--- config.mk ---
export PLATFORM = sky130hd
export DESIGN_NAME = arcade_input_conditioner
export DESIGN_NICKNAME = d
export VERILOG_FILES = /design/src/rtl/arcade_input_conditioner.sv
export SDC_FILE = /design/constraint.sdc
export NUM_CORES = 1
export LEC_CHECK = 0
export BUFFER_PORTS_ARGS = -buffer_cell sky130_fd_sc_hd__buf_2
export CAP_MARGIN = 25
export CORE_MARGIN = 4
export CORE_UTILIZATION = 63
export DETAILED_ROUTE_END_ITERATION = 6
export PLACE_DENSITY_LB_ADDON = 0.15
export SLEW_MARGIN = 20
export SYNTH_ARGS = -nofsm -noshare
export SYNTH_HDL_FRONTEND = slang
export SYNTH_SLANG_ARGS = --single-unit
--- constraint.sdc ---
create_clock -name clk_sys -period 3 [get_ports clk_sys]
set_input_delay 0.45 -clock clk_sys [delete_from_list [all_inputs] [get_ports clk_sys]]
set_output_delay 0.45 -clock clk_sys [all_outputs]
set_load 0.02 [all_outputs]
--- src/rtl/arcade_input_conditioner.sv ---
// Arcade input conditioner: sync + debounce, queued frame-timed coin pulses.
// Autofire on masked buttons is built only when AUTOFIRE_EN is defined.
module arcade_input_conditioner #(
    parameter int              NBTN        = 16,
    parameter int              DEB_CYCLES  = 48000,
    parameter int              COIN_FRAMES = 3,
    parameter int              COIN_GAP    = 3,
    parameter logic [NBTN-1:0] AF_MASK     = '0,
    parameter int              AF_FRAMES   = 4
) (
    input  logic            clk_sys,
    input  logic            RESET,
    input  logic [NBTN-1:0] btn_raw,
    input  logic [1:0]      coin_raw,
    input  logic            vblank,
    output logic [NBTN-1:0] btn_out,
    output logic [1:0]      coin_out,
    output logic [7:0]      coin_count,
    output logic [1:0]      q_full
);

    localparam int NIN  = NBTN + 2;
    localparam int DW   = $clog2(DEB_CYCLES);
    localparam int FMAX = (COIN_FRAMES > COIN_GAP) ? COIN_FRAMES : COIN_GAP;
    localparam int FW   = (FMAX > 1) ? $clog2(FMAX) : 1;
    localparam logic [DW-1:0] DEB_MAX = DW'(DEB_CYCLES - 1);
    localparam logic [FW-1:0] PULSE_LAST = FW'(COIN_FRAMES - 1);
    localparam logic [FW-1:0] GAP_LAST = FW'(COIN_GAP - 1);

    if (DEB_CYCLES < 2 || COIN_FRAMES < 1 || COIN_GAP < 1 ||
        AF_FRAMES < 1 || $bits(AF_MASK) != NBTN) begin : g_bad_cfg
        $error("arcade_input_conditioner: invalid parameters");
    end

    typedef enum logic [1:0] {
        IDLE,
        PULSE,
        GAP
    } coin_state_t;

    logic [NIN-1:0] meta;
    logic [NIN-1:0] sync;
    logic [NIN-1:0] deb;
    logic [DW-1:0]  dcnt [NIN];
    logic [1:0]     coin_d;
    logic [2:0]     vs_pipe;
    logic           tick;

    coin_state_t    state   [2];
    logic [FW-1:0]  fcnt    [2];
    logic [1:0]     pending [2];
    logic [1:0]     rise;
    logic [1:0]     start;

    // vs_pipe: [0] meta, [1] synced level, [2] one-cycle delay
    always_ff @(posedge clk_sys) begin
        if (RESET) begin
            meta    <= '0;
            sync    <= '0;
            vs_pipe <= '0;
        end else begin
            meta    <= {coin_raw, btn_raw};
            sync    <= meta;
            vs_pipe <= {vs_pipe[1:0], vblank};
        end
    end

    assign tick = vs_pipe[1] & ~vs_pipe[2];

    always_ff @(posedge clk_sys) begin
        if (RESET) begin
            deb    <= '0;
            coin_d <= '0;
            for (int i = 0; i < NIN; i++) begin
                dcnt[i] <= '0;
            end
        end else begin
            coin_d <= deb[NBTN +: 2];
            for (int i = 0; i < NIN; i++) begin
                if (sync[i] == deb[i]) begin
                    dcnt[i] <= '0;
                end else if (dcnt[i] == DEB_MAX) begin
                    deb[i]  <= sync[i];
                    dcnt[i] <= '0;
                end else begin
                    dcnt[i] <= dcnt[i] + 1'b1;
                end
            end
        end
    end

    assign rise = deb[NBTN +: 2] & ~coin_d;

    always_comb begin
        start = '0;
        for (int c = 0; c < 2; c++) begin
            start[c] = (state[c] == IDLE) && (pending[c] != 2'd0);
        end
    end

    // An edge arriving on a dequeue cycle replaces the coin being issued.
    always_ff @(posedge clk_sys) begin
        if (RESET) begin
            coin_out   <= '0;
            coin_count <= '0;
            for (int c = 0; c < 2; c++) begin
                state[c]   <= IDLE;
                fcnt[c]    <= '0;
                pending[c] <= '0;
            end
        end else begin
            coin_count <= coin_count + 8'(start[0]) + 8'(start[1]);
            for (int c = 0; c < 2; c++) begin
                if (rise[c] && !start[c] && pending[c] != 2'd3) begin
                    pending[c] <= pending[c] + 2'd1;
                end else if (start[c] && !rise[c]) begin
                    pending[c] <= pending[c] - 2'd1;
                end
                unique case (state[c])
                    IDLE: begin
                        if (start[c]) begin
                            fcnt[c]     <= '0;
                            coin_out[c] <= 1'b1;
                            state[c]    <= PULSE;
                        end
                    end
                    PULSE: begin
                        if (tick) begin
                            if (fcnt[c] == PULSE_LAST) begin
                                coin_out[c] <= 1'b0;
                                fcnt[c]     <= '0;
                                state[c]    <= GAP;
                            end else begin
                                fcnt[c] <= fcnt[c] + 1'b1;
                            end
                        end
                    end
                    GAP: begin
                        if (tick) begin
                            if (fcnt[c] == GAP_LAST) begin
                                state[c] <= IDLE;
                            end else begin
                                fcnt[c] <= fcnt[c] + 1'b1;
                            end
                        end
                    end
                    default: state[c] <= IDLE;
                endcase
            end
        end
    end

    assign q_full = {pending[1] == 2'd3, pending[0] == 2'd3};

`ifdef AUTOFIRE_EN
    localparam int AW = (AF_FRAMES > 1) ? $clog2(AF_FRAMES) : 1;
    localparam logic [AW-1:0] AF_LAST = AW'(AF_FRAMES - 1);

    logic [NBTN-1:0] btn_d;
    logic [AW-1:0]   af_cnt;
    logic            phase;
    logic            af_rise;

    assign af_rise = |(AF_MASK & deb[NBTN-1:0] & ~btn_d);

    always_ff @(posedge clk_sys) begin
        if (RESET) begin
            btn_d  <= '0;
            af_cnt <= '0;
            phase  <= 1'b0;
        end else begin
            btn_d <= deb[NBTN-1:0];
            if (af_rise) begin
                phase  <= 1'b1;
                af_cnt <= '0;
            end else if (tick) begin
                if (af_cnt == AF_LAST) begin
                    phase  <= ~phase;
                    af_cnt <= '0;
                end else begin
                    af_cnt <= af_cnt + 1'b1;
                end
            end
        end
    end

    // af_rise bypasses the phase flop so the first shot is not delayed.
    assign btn_out = (deb[NBTN-1:0] & ~AF_MASK) |
                     (deb[NBTN-1:0] & AF_MASK & {NBTN{phase | af_rise}});
`else
    assign btn_out = deb[NBTN-1:0];
`endif

endmodule

Word level (Yosys, flattened, before mapping)
Memory sizes are Yosys's and may differ from the RTL's.
Index checks and enable logic that the tools add are counted.
{"block": "op_classes", "n_addsub": 26, "eq_ne": 52, "mux": 342, "bitwise": 96, "n_reduce_logical": 40}
{"operator": "16-bit two-way mux", "count": 54}
{"operator": "16-bit by 1-bit adder with 16-bit output, second input constant", "count": 18}
{"operator": "16-bit == test, second input constant", "count": 18}
{"operator": "1-bit two-way mux", "count": 266}
{"operator": "1-bit bitwise OR", "count": 74}
{"operator": "2-bit two-way mux", "count": 20}
{"operator": "2-bit AND reduction", "count": 18}
{"operator": "1-bit NOT", "count": 19}
{"operator": "1-bit == test", "count": 18}
{"operator": "8-bit by 1-bit adder with 8-bit output", "count": 2}
{"operator": "2-bit != test, second input constant", "count": 8}
{"operator": "2-bit == test, second input constant", "count": 6}
{"operator": "2-bit by 1-bit adder with 2-bit output, second input constant", "count": 4}
{"operator": "1-bit logical AND", "count": 8}
{"operator": "4-bit AND reduction", "count": 2}
{"operator": "2-bit nonzero test", "count": 4}
{"operator": "3-bit OR reduction", "count": 2}
{"operator": "2-bit by 1-bit == test with 1-bit output, second input constant", "count": 2}
{"operator": "1-bit logical NOT", "count": 4}
{"operator": "2-bit logical NOT", "count": 2}
{"operator": "1-bit one-hot mux with 2 select lines", "count": 2}
{"operator": "2-bit by 1-bit subtractor with 2-bit output, second input constant", "count": 2}
{"operator": "2-bit AND", "count": 1}
{"operator": "2-bit NOT", "count": 1}
{"operator": "1-bit AND", "count": 1}
{"block": "totals", "reg_bits": 69, "ramBits": 300, "input_bits": 21, "out_inout_bits": 28, "word_cells": 585, "mem_count": 4}
{"memory": "dcnt", "words": 18, "width": 16, "rd": 18, "rd_ports_with_merged_regs": 0, "write_ports": 18, "line_no": "44", "text": "logic [DW-1:0] dcnt [NIN];"}
{"memory": "fcnt", "words": 2, "width": 2, "rd": 2, "rd_ports_with_merged_regs": 0, "write_ports": 2, "line_no": "50", "text": "logic [FW-1:0] fcnt [2];"}
{"memory": "pending", "words": 2, "width": 2, "rd": 2, "rd_ports_with_merged_regs": 0, "write_ports": 2, "line_no": "51", "text": "logic [1:0] pending [2];"}
{"memory": "state", "words": 2, "width": 2, "rd": 2, "rd_ports_with_merged_regs": 0, "write_ports": 2, "line_no": "49", "text": "coin_state_t state [2];"}

Logic depth before layout (Yosys ltp)
Gate-level depths: netlist (run 1).
{"block": "depth", "depth_word": 10, "depth_mapped": 8, "ltp_nobuf": 8}

Worst setup path after synthesis (run 1)
Ideal clock, no wire load.
{"block": "synth_path", "path_type": "reg2reg", "startpoint": "memory dcnt[1][10] in the netlist's numbering", "endpoint": "memory dcnt[1][8] in the netlist's numbering, data pin", "setup_ns": 0.254, "arrival_time_ns": 1.885, "required_ns": 2.746, "setup_slack_ns": 0.861, "path_stages_with_launch": 6, "n_path_buf": 1, "synth_period_minus_slack_ns": 2.139, "cell_sequence": "edfxtp_1 or4b_1 or4_4 o211ai_4 buf_6 nor2_1"}
{"element": "start: declaration", "line_no": "44"}

==> results.md, run 1 <==
- Least-Margin Pin Slew: 0.702 ns
- Worst skew pair latency: 0.52 ns
- RSZ-0062 raised after global routing: false
- Dominant cell type by area after synthesis: edfxtp_1
- Synth-to-Final Area Change: 15.3%
- Pint: 8960 µW
- # IOs: 49
- EDFF count, synth: 299
- Peak VDD IR: 615 µV
- Layout cells sized above 1: 6.50%
- FILL cells: 2054
- Antenna cells: 0
- Met1 GRT Util: 26.9%
- CORE AREA: 0.0289 mm²
- Depth of the CTS H-tree: 2
- Top post-synthesis cells by area: edfxtp_1 48%, xnor2_1 8.0%, dfxtp_1 7.5%, nor2_1 6.4%, xor2_1 4.2%
- Net Sw Frac: 22.9%
- Maximum clock frequency: 413 MHz
- Leak: 0.00767 µW
- Total Die Area: 0.0325 mm²
- Met2 usage: 34.0%
- Root buf cell: clkbuf_16
- Largest net degree at the start of global routing: 44
- CP endpoint kind: flop
- Required @ worst endpoint: 3.24 ns
- Worst Hold Class: primary input to flop
- FFs w/ async S/R, synth: 0%
- CTS Buf Count: 39
- DR WL/cell: 12.8 µm
- Grt peak-use layer: met2
- Drt pass-1 iters: 5
- PwrDens: 539 mW/mm²
- Area of the multi-input gates: 0.00882 mm²
- Yosys top cell area share: 48.1%
- Num rows: 62
- Sequential-to-total area share from yosys stat: 55.6%
- Crit share post-route: 80.7%
- Power share of the clock group: 39.9%
- CTS clock-pin slew for the worst setup and hold paths: 0.06 ns
- GRT Util Overall: 19.9%
- Hold_sp: btn_raw[0]
- Initial core utilization: 64.5%
- Syn Area/Cell: 10.5 µm²
- RD Place Congestion: 0.839
- Minimum clock period: 2.42 ns
- Netlist Area Pre-Place: 0.0187 mm²
- Vias in the first global route: 12700
- CP startpoint kind: flop
- Synth Register Bits: 369
- WS Path Type: flop to flop
- Die X: 180 µm
- Hold Buf Count CTS: 0
- Combinational share of power: 7.5%
- R2R Path End: dcnt[7][4]$_SDFFCE_PN0P_
- DP HPWL: 22500 µm
- Status: completed
- WP data arrival: 2.66 ns
- Total gr overflow: 0
- Initial drt markers: 736
- Setup-failing EPs final: 0
- Cells resized by post-CTS repair: 0
- Pre-CTS WS: 0.650 ns
- Clk sinks: 369
- Synth Instances: 1777
- Die Y: 180 µm
- Port buffer count: 48
- Unique masters post-synth: 59
- Via density: 5.23
- Vias: 13200
- Setup TNS: 0 ns
- Setup WS post-layout: 0.578 ns
- Reg-to-reg slack, setup: 0.58 ns
- NetSw: 2660 µW
- CP max FO: 16
- Register area: 0.0104 mm²
- Drt drc: 0
- Hold depth: 2
- Post-route ant nets: 0
- Worst Reg-to-Reg Cells: 4
- Max-Cap Viols: 0
- Critical path origin: dcnt[7][10]$_SDFFCE_PN0P_
- Slew Limit Fails: 0
- Sequential Power Share: 52.7%
- Reg2reg start: dcnt[7][10]$_SDFFCE_PN0P_
- Hold Path End: meta[0]$_SDFF_PP0_
- CTS tree: built
- Top-count cell post-synth: nor2_1
- Final Hold Viols: 0
- Clk_skew: 0.00969 ns
- Commonest cells in the synthesized netlist: 319 x nor2_1, 299 x edfxtp_1, 170 x xnor2_1
- Clock Tree Buf Depth: 3
- Yosys warns: 0
- Rel. slew slack: 53.0%
- Met3 usage: 3.17%
- Drt total wl: 32400 µm
- Top_reg_cell synth: edfxtp_1
- Post-CTS Setup Repair Bufs: 0
- Total Nets Final: 2154
- Initial antenna violation count: 0
- First-pass GRT wire length: 56300 µm
power groups by stage:
stage / clock [µW] / combinational (µW) / sequential [µW]
2_1_floorplan: 0 / 651 / 6160
3_3_place_gp: 0 / 821 / 6200
3_5_place_dp: 0 / 851 / 6220
4_1_cts: 4740 / 861 / 6120
5_1_grt: 4950 / 992 / 6160
6_report: 4630 / 868 / 6120
layout by cell type (no fill, tap or decap), drive strengths merged, types with 3 or more instances in the layout:
cell and n:
a31oi 4, nand3 122, nor3 56, nand4bb 3, and3 21, nand2b 5, or3 24, clkinv 8
o31ai 3, or2 7, o21bai 6, o41ai 4, or4 7, and4 13, o21ai 27, nand2 91
nor4 68, nor2 319, and2 9, a21oi 33, o211ai 5, buf 60, nor2b 49, edfxtp 299
o21a 4, nand4 80, or4b 5, xnor2 170, inv 69, xor2 90, mux2i 4, conb 288
ha 23, dfxtp 70, clkbuf 63, nor4b 10, a21o 4
how the worst max path moves through the flow:
stage | end | slack [ns] | cells past startpoint
2_1_floorplan | dcnt[1][8]$_SDFFCE_PN0P_ | 0.86 | 5
3_5_place_dp | dcnt[7][9]$_SDFFCE_PN0P_ | 0.65 | 4
6_report | dcnt[7][4]$_SDFFCE_PN0P_ | 0.58 | 4
4_1_cts | dcnt[3][8]$_SDFFCE_PN0P_ | 0.56 | 4
5_1_grt | dcnt[3][12]$_SDFFCE_PN0P_ | 0.41 | 4
3_3_place_gp | dcnt[7][11]$_SDFFCE_PN0P_ | 0.72 | 4
logic make-up after synthesis:
kind of cell,count (synthesis),share of synthesized area [%]
XOR/XNOR,260,12.2
other,1,0.0201
AO/OA/AOI/OAI,98,3.35
multiplexers,5,0.275
buffers and inverters,125,2.98
flip-flops,369,55.6
AND/OR/NAND/NOR,895,24.0
adder cells (fa/ha/maj),24,1.65
cell type report:
type                            count  area share [%]
Clock buffer                       63            5.66
Clock inverter                      8           0.180
Inverter                           69            1.20
Multi-Input combinational cell   1570            40.9
Sequential cell                   369            48.2
Tap cell                          384            2.23
Timing Repair Buffer               60            1.59
worst max-delay path: stages (launching register included):
cell,delay [ns]
edfxtp_1,0.46
or4b_2,0.68
nor4_1,0.35
or3_1,0.53
nor2_1,0.12
flip-flops by register name, summed over array words and instances, names as in the netlist:
| signal | flops |
|---|---|
| dcnt | 288 |
| deb | 18 |
| meta | 18 |
| sync | 18 |
| coin_count | 8 |
| fcnt | 4 |
| pending | 4 |
| state | 4 |
| vs_pipe | 3 |
| coin_d | 2 |
| coin_out | 2 |
per-stage QoR:
stage                     instance area, µm²  cells  hold slack [ns]  power [µW]  util, %
after CTS                              21500   2522            0.119       11700     74.4
after global placement                 20300   2451            0.417        7020     70.1
after floorplan                        19800   2064            0.414        6810        -
after detailed placement               20300   2451            0.424        7080     70.1
after global routing                   21500   2523            0.141       12100     74.4
final                                  21500   2523            0.142       11600     74.4
per-layer routing:
layer  routed length (µm)  vias up  share of wire (%)
met4                  604        0                1.9
met3                 1390       45                4.3
li1                     -     6730                  -
met5                    0        -                  0
met1                14700     6160                 46
met2                15600      262                 48
No activity file was read; power rests on OpenSTA's default activity.
==> run 2: changes to the inputs <==
--- a/config.mk
+++ b/config.mk
@@ -5,10 +5,11 @@
 export SDC_FILE = /design/constraint.sdc
 export NUM_CORES = 1
 export LEC_CHECK = 0
+export ABC_AREA = 1
 export BUFFER_PORTS_ARGS = -buffer_cell sky130_fd_sc_hd__buf_2
 export CAP_MARGIN = 25
 export CORE_MARGIN = 4
-export CORE_UTILIZATION = 63
+export CORE_UTILIZATION = 57
 export DETAILED_ROUTE_END_ITERATION = 6
 export PLACE_DENSITY_LB_ADDON = 0.15
 export SLEW_MARGIN = 20
==> constraint.sdc (replaced) <==
create_clock -name clk_sys -period 2.2 [get_ports clk_sys]
set_input_delay 0.33 -clock clk_sys [delete_from_list [all_inputs] [get_ports clk_sys]]
set_output_delay 0.33 -clock clk_sys [all_outputs]
set_load 0.02 [all_outputs]
==> results.md, run 2 <==
- Status: completed
- EDFF count, synth: 299
- Drt pass-1 iters: 5
- Drt total wl: 39200 µm
- Rel. slew slack: 56.5%
- Worst skew pair latency: 0.56 ns
- Vias in the first global route: 16100
- Crit share post-route: 92.8%
- Setup WS post-layout: 0.158 ns
- Drt drc: 0
- Total Nets Final: 2993
- Dominant cell type by area after synthesis: edfxtp_1
- Root buf cell: clkbuf_16
- RSZ-0062 raised after global routing: false
- GRT Util Overall: 20.2%
- WP data arrival: 2.46 ns
- Hold_sp: RESET
- Worst Reg-to-Reg Cells: 12
- Post-route design area: 0.0239 mm²
- Commonest cells in the synthesized netlist: 578 x nand2_1, 519 x nor2_1, 356 x inv_1
- WS Path Type: flop to flop
- Total Die Area: 0.0395 mm²
- Fraction of synthesized area in multiplexers: 0%
- Depth of the CTS H-tree: 2
- Most common cell after layout, fill and taps aside: nand2_1
- Initial drt markers: 887
- Die Y: 199 µm
- Num rows: 69
- Synth Instances: 2586
- Hold depth: 4
- Most frequent cells in the layout: 577 x nand2_1, 519 x nor2_1, 355 x inv_1
- Port buffer count: 48
- Top-count cell post-synth: nand2_1
- FFs w/ async S/R, synth: 0%
- Top_reg_cell synth: edfxtp_1
- R2R Path End: coin_count[6]$_SDFF_PP0_
- First-pass GRT wire length: 68900 µm
- Initial core utilization: 58.1%
- Via density: 4.91
- Reg-to-reg slack, setup: 0.16 ns
- Largest family of logic cells by synthesized area: simple AND/OR/NAND/NOR gates
- Maximum clock frequency: 490 MHz
- Synth-to-Final Area Change: 15.3%
- Max FFs per register: 288
- Slew Limit Fails: 0
- CTS clock-pin slew for the worst setup and hold paths: 0.06 ns
- # IOs: 49
- Largest net degree at the start of global routing: 48
- Leak: 0.0100 µW
- PwrDens: 671 mW/mm²
- Critical path origin: pending[1][0]$_DFFE_PP_
- Initial antenna violation count: 0
- Yosys top cell area share: 43.3%
- DR WL/cell: 11.4 µm
- Synth Register Bits: 369
- Post-synthesis xor/xnor area fraction: 3.84%
- Clk_skew: 0.0103 ns
- Top post-synthesis cells by area: edfxtp_1 43%, nand2_1 10%, nor2_1 9.4%, dfxtp_1 6.8%, inv_1 6.4%
- Largest Register: dcnt
- Reg2reg start: pending[1][0]$_DFFE_PP_
- Die X: 199 µm
- Post-synthesis adder-cell area fraction: 1.48%
- Area of placed instances: 0.0224 mm²
- RD Place Congestion: 0.903
- Max-Cap Viols: 0
- Minimum clock period: 2.04 ns
- Pre-CTS WS: 0.0970 ns
- Antenna cells: 0
- Setup-failing EPs final: 0
- Required @ worst endpoint: 2.61 ns
- Final Hold Viols: 0
- DP HPWL: 28400 µm
- Synth Area in Simple Gates: 30.9%
- Unique masters post-synth: 36
- CORE AREA: 0.0357 mm²
- CP startpoint kind: flop
- Total gr overflow: 0
- Post-route ant nets: 0
- Clock Tree Buf Depth: 3
- CTS tree: built
- CTS Buf Count: 42
- Peak VDD IR: 610 µV
- Least-Margin Pin Slew: 0.652 ns
- Clk sinks: 369
- Worst Hold Class: primary input to flop
- Synth Area in Compound Gates: 5.60%
- Layout cells sized above 1: 6.61%
- Yosys warns: 0
- Sequential-to-total area share from yosys stat: 50.0%
- Netlist Area Pre-Place: 0.0208 mm²
- CP endpoint kind: flop
- Syn Area/Cell: 8.02 µm²
- Setup TNS: 0 ns
- Hold Path End: deb[2]$_SDFFE_PP0N_
- Vias: 16900
- CP max FO: 4
- Post-CTS Setup Repair Bufs: 0
[run 2: changes by cell type in the layout (fill, tap and decap cells not counted), sizes merged, moves of 24 or more]
cell | before | now
nor2b | 49 | 0
nor2 | 319 | 538
nor4 | 68 | 0
nand3 | 122 | 192
xnor2 | 170 | 40
or3 | 24 | 0
xor2 | 90 | 51
inv | 69 | 357
a21oi | 33 | 166
nand2 | 91 | 593
nor3 | 56 | 13
nand4 | 80 | 108
[run 2: how the worst max path moves through the flow]
stage,endpoint,slack (ns)
final,coin_count[6]$_SDFF_PP0_,0.16
after global routing,coin_count[6]$_SDFF_PP0_,0.005
after CTS,coin_count[6]$_SDFF_PP0_,0.09
after detailed placement,coin_count[6]$_SDFF_PP0_,0.1
after global placement,coin_count[6]$_SDFF_PP0_,0.15
after floorplan,coin_count[6]$_SDFF_PP0_,0.28
[run 2: critical path: stages, from the launching register on]
cell      delay (ns)
edfxtp_1        0.41
inv_1           0.08
ha_1            0.13
inv_1           0.04
nand2_2         0.09
inv_2           0.06
fa_1            0.41
ha_1            0.23
nand3_1         0.13
nor2_1          0.05
nand2_1         0.07
xor2_1          0.15
nor2_1          0.05
[run 2: routing by layer]
layer	global-route usage (%)	share of wire, %	vias up	wire, µm
li1	-	-	8857	-
met4	6.46	2.1	0	843
met1	25.7	46	7719	17900
met5	0	0	-	0
met3	2.96	3.7	59	1460
met2	35.8	49	279	19100
[run 2: layout make-up]
type | count | area, µm²
Fill cell | 3064 | 11800
Sequential cell | 369 | 10400
Multi-Input combinational cell | 2103 | 9750
Inverter | 357 | 1340
Clock buffer | 65 | 1260
Tap cell | 461 | 577
Timing Repair Buffer | 75 | 515
Clock inverter | 13 | 109
[run 2: cell families after synthesis]
| family | count (synthesis) |
|---|---|
| other cells | 1 |
| buf+inv | 401 |
| fa+ha+maj | 24 |
| compound gates | 216 |
| simple gates | 1484 |
| xor+xnor | 91 |
| flops | 369 |
[run 2: where the power goes]
| part | total [µW] | internal, µW | leakage, µW | switching [µW] |
|---|---|---|---|---|
| registers | 8190 | 7890 | 0.00366 | 304 |
| logic | 982 | 339 | 0.00568 | 643 |
| clock network | 6890 | 4170 | 0.000674 | 2720 |
[run 2: stage by stage]
step	instances	power [µW]	utilization (%)	hold slack (ns)
finish	3443	16100	67.0	0.205
global route	3443	16800	67.0	0.209
CTS	3443	16200	67.0	0.182
detailed placement	3346	9270	62.6	0.393
global placement	3346	9230	62.6	0.389
floorplan	2873	9000	-	0.388
[run 2: timing repair]
item                                   4_1_cts  5_1_grt
setup endpoints to repair                    0        1
hold buffers                                19        0
endpoints found under the hold margin       19        0
gates resized for setup                      0        2
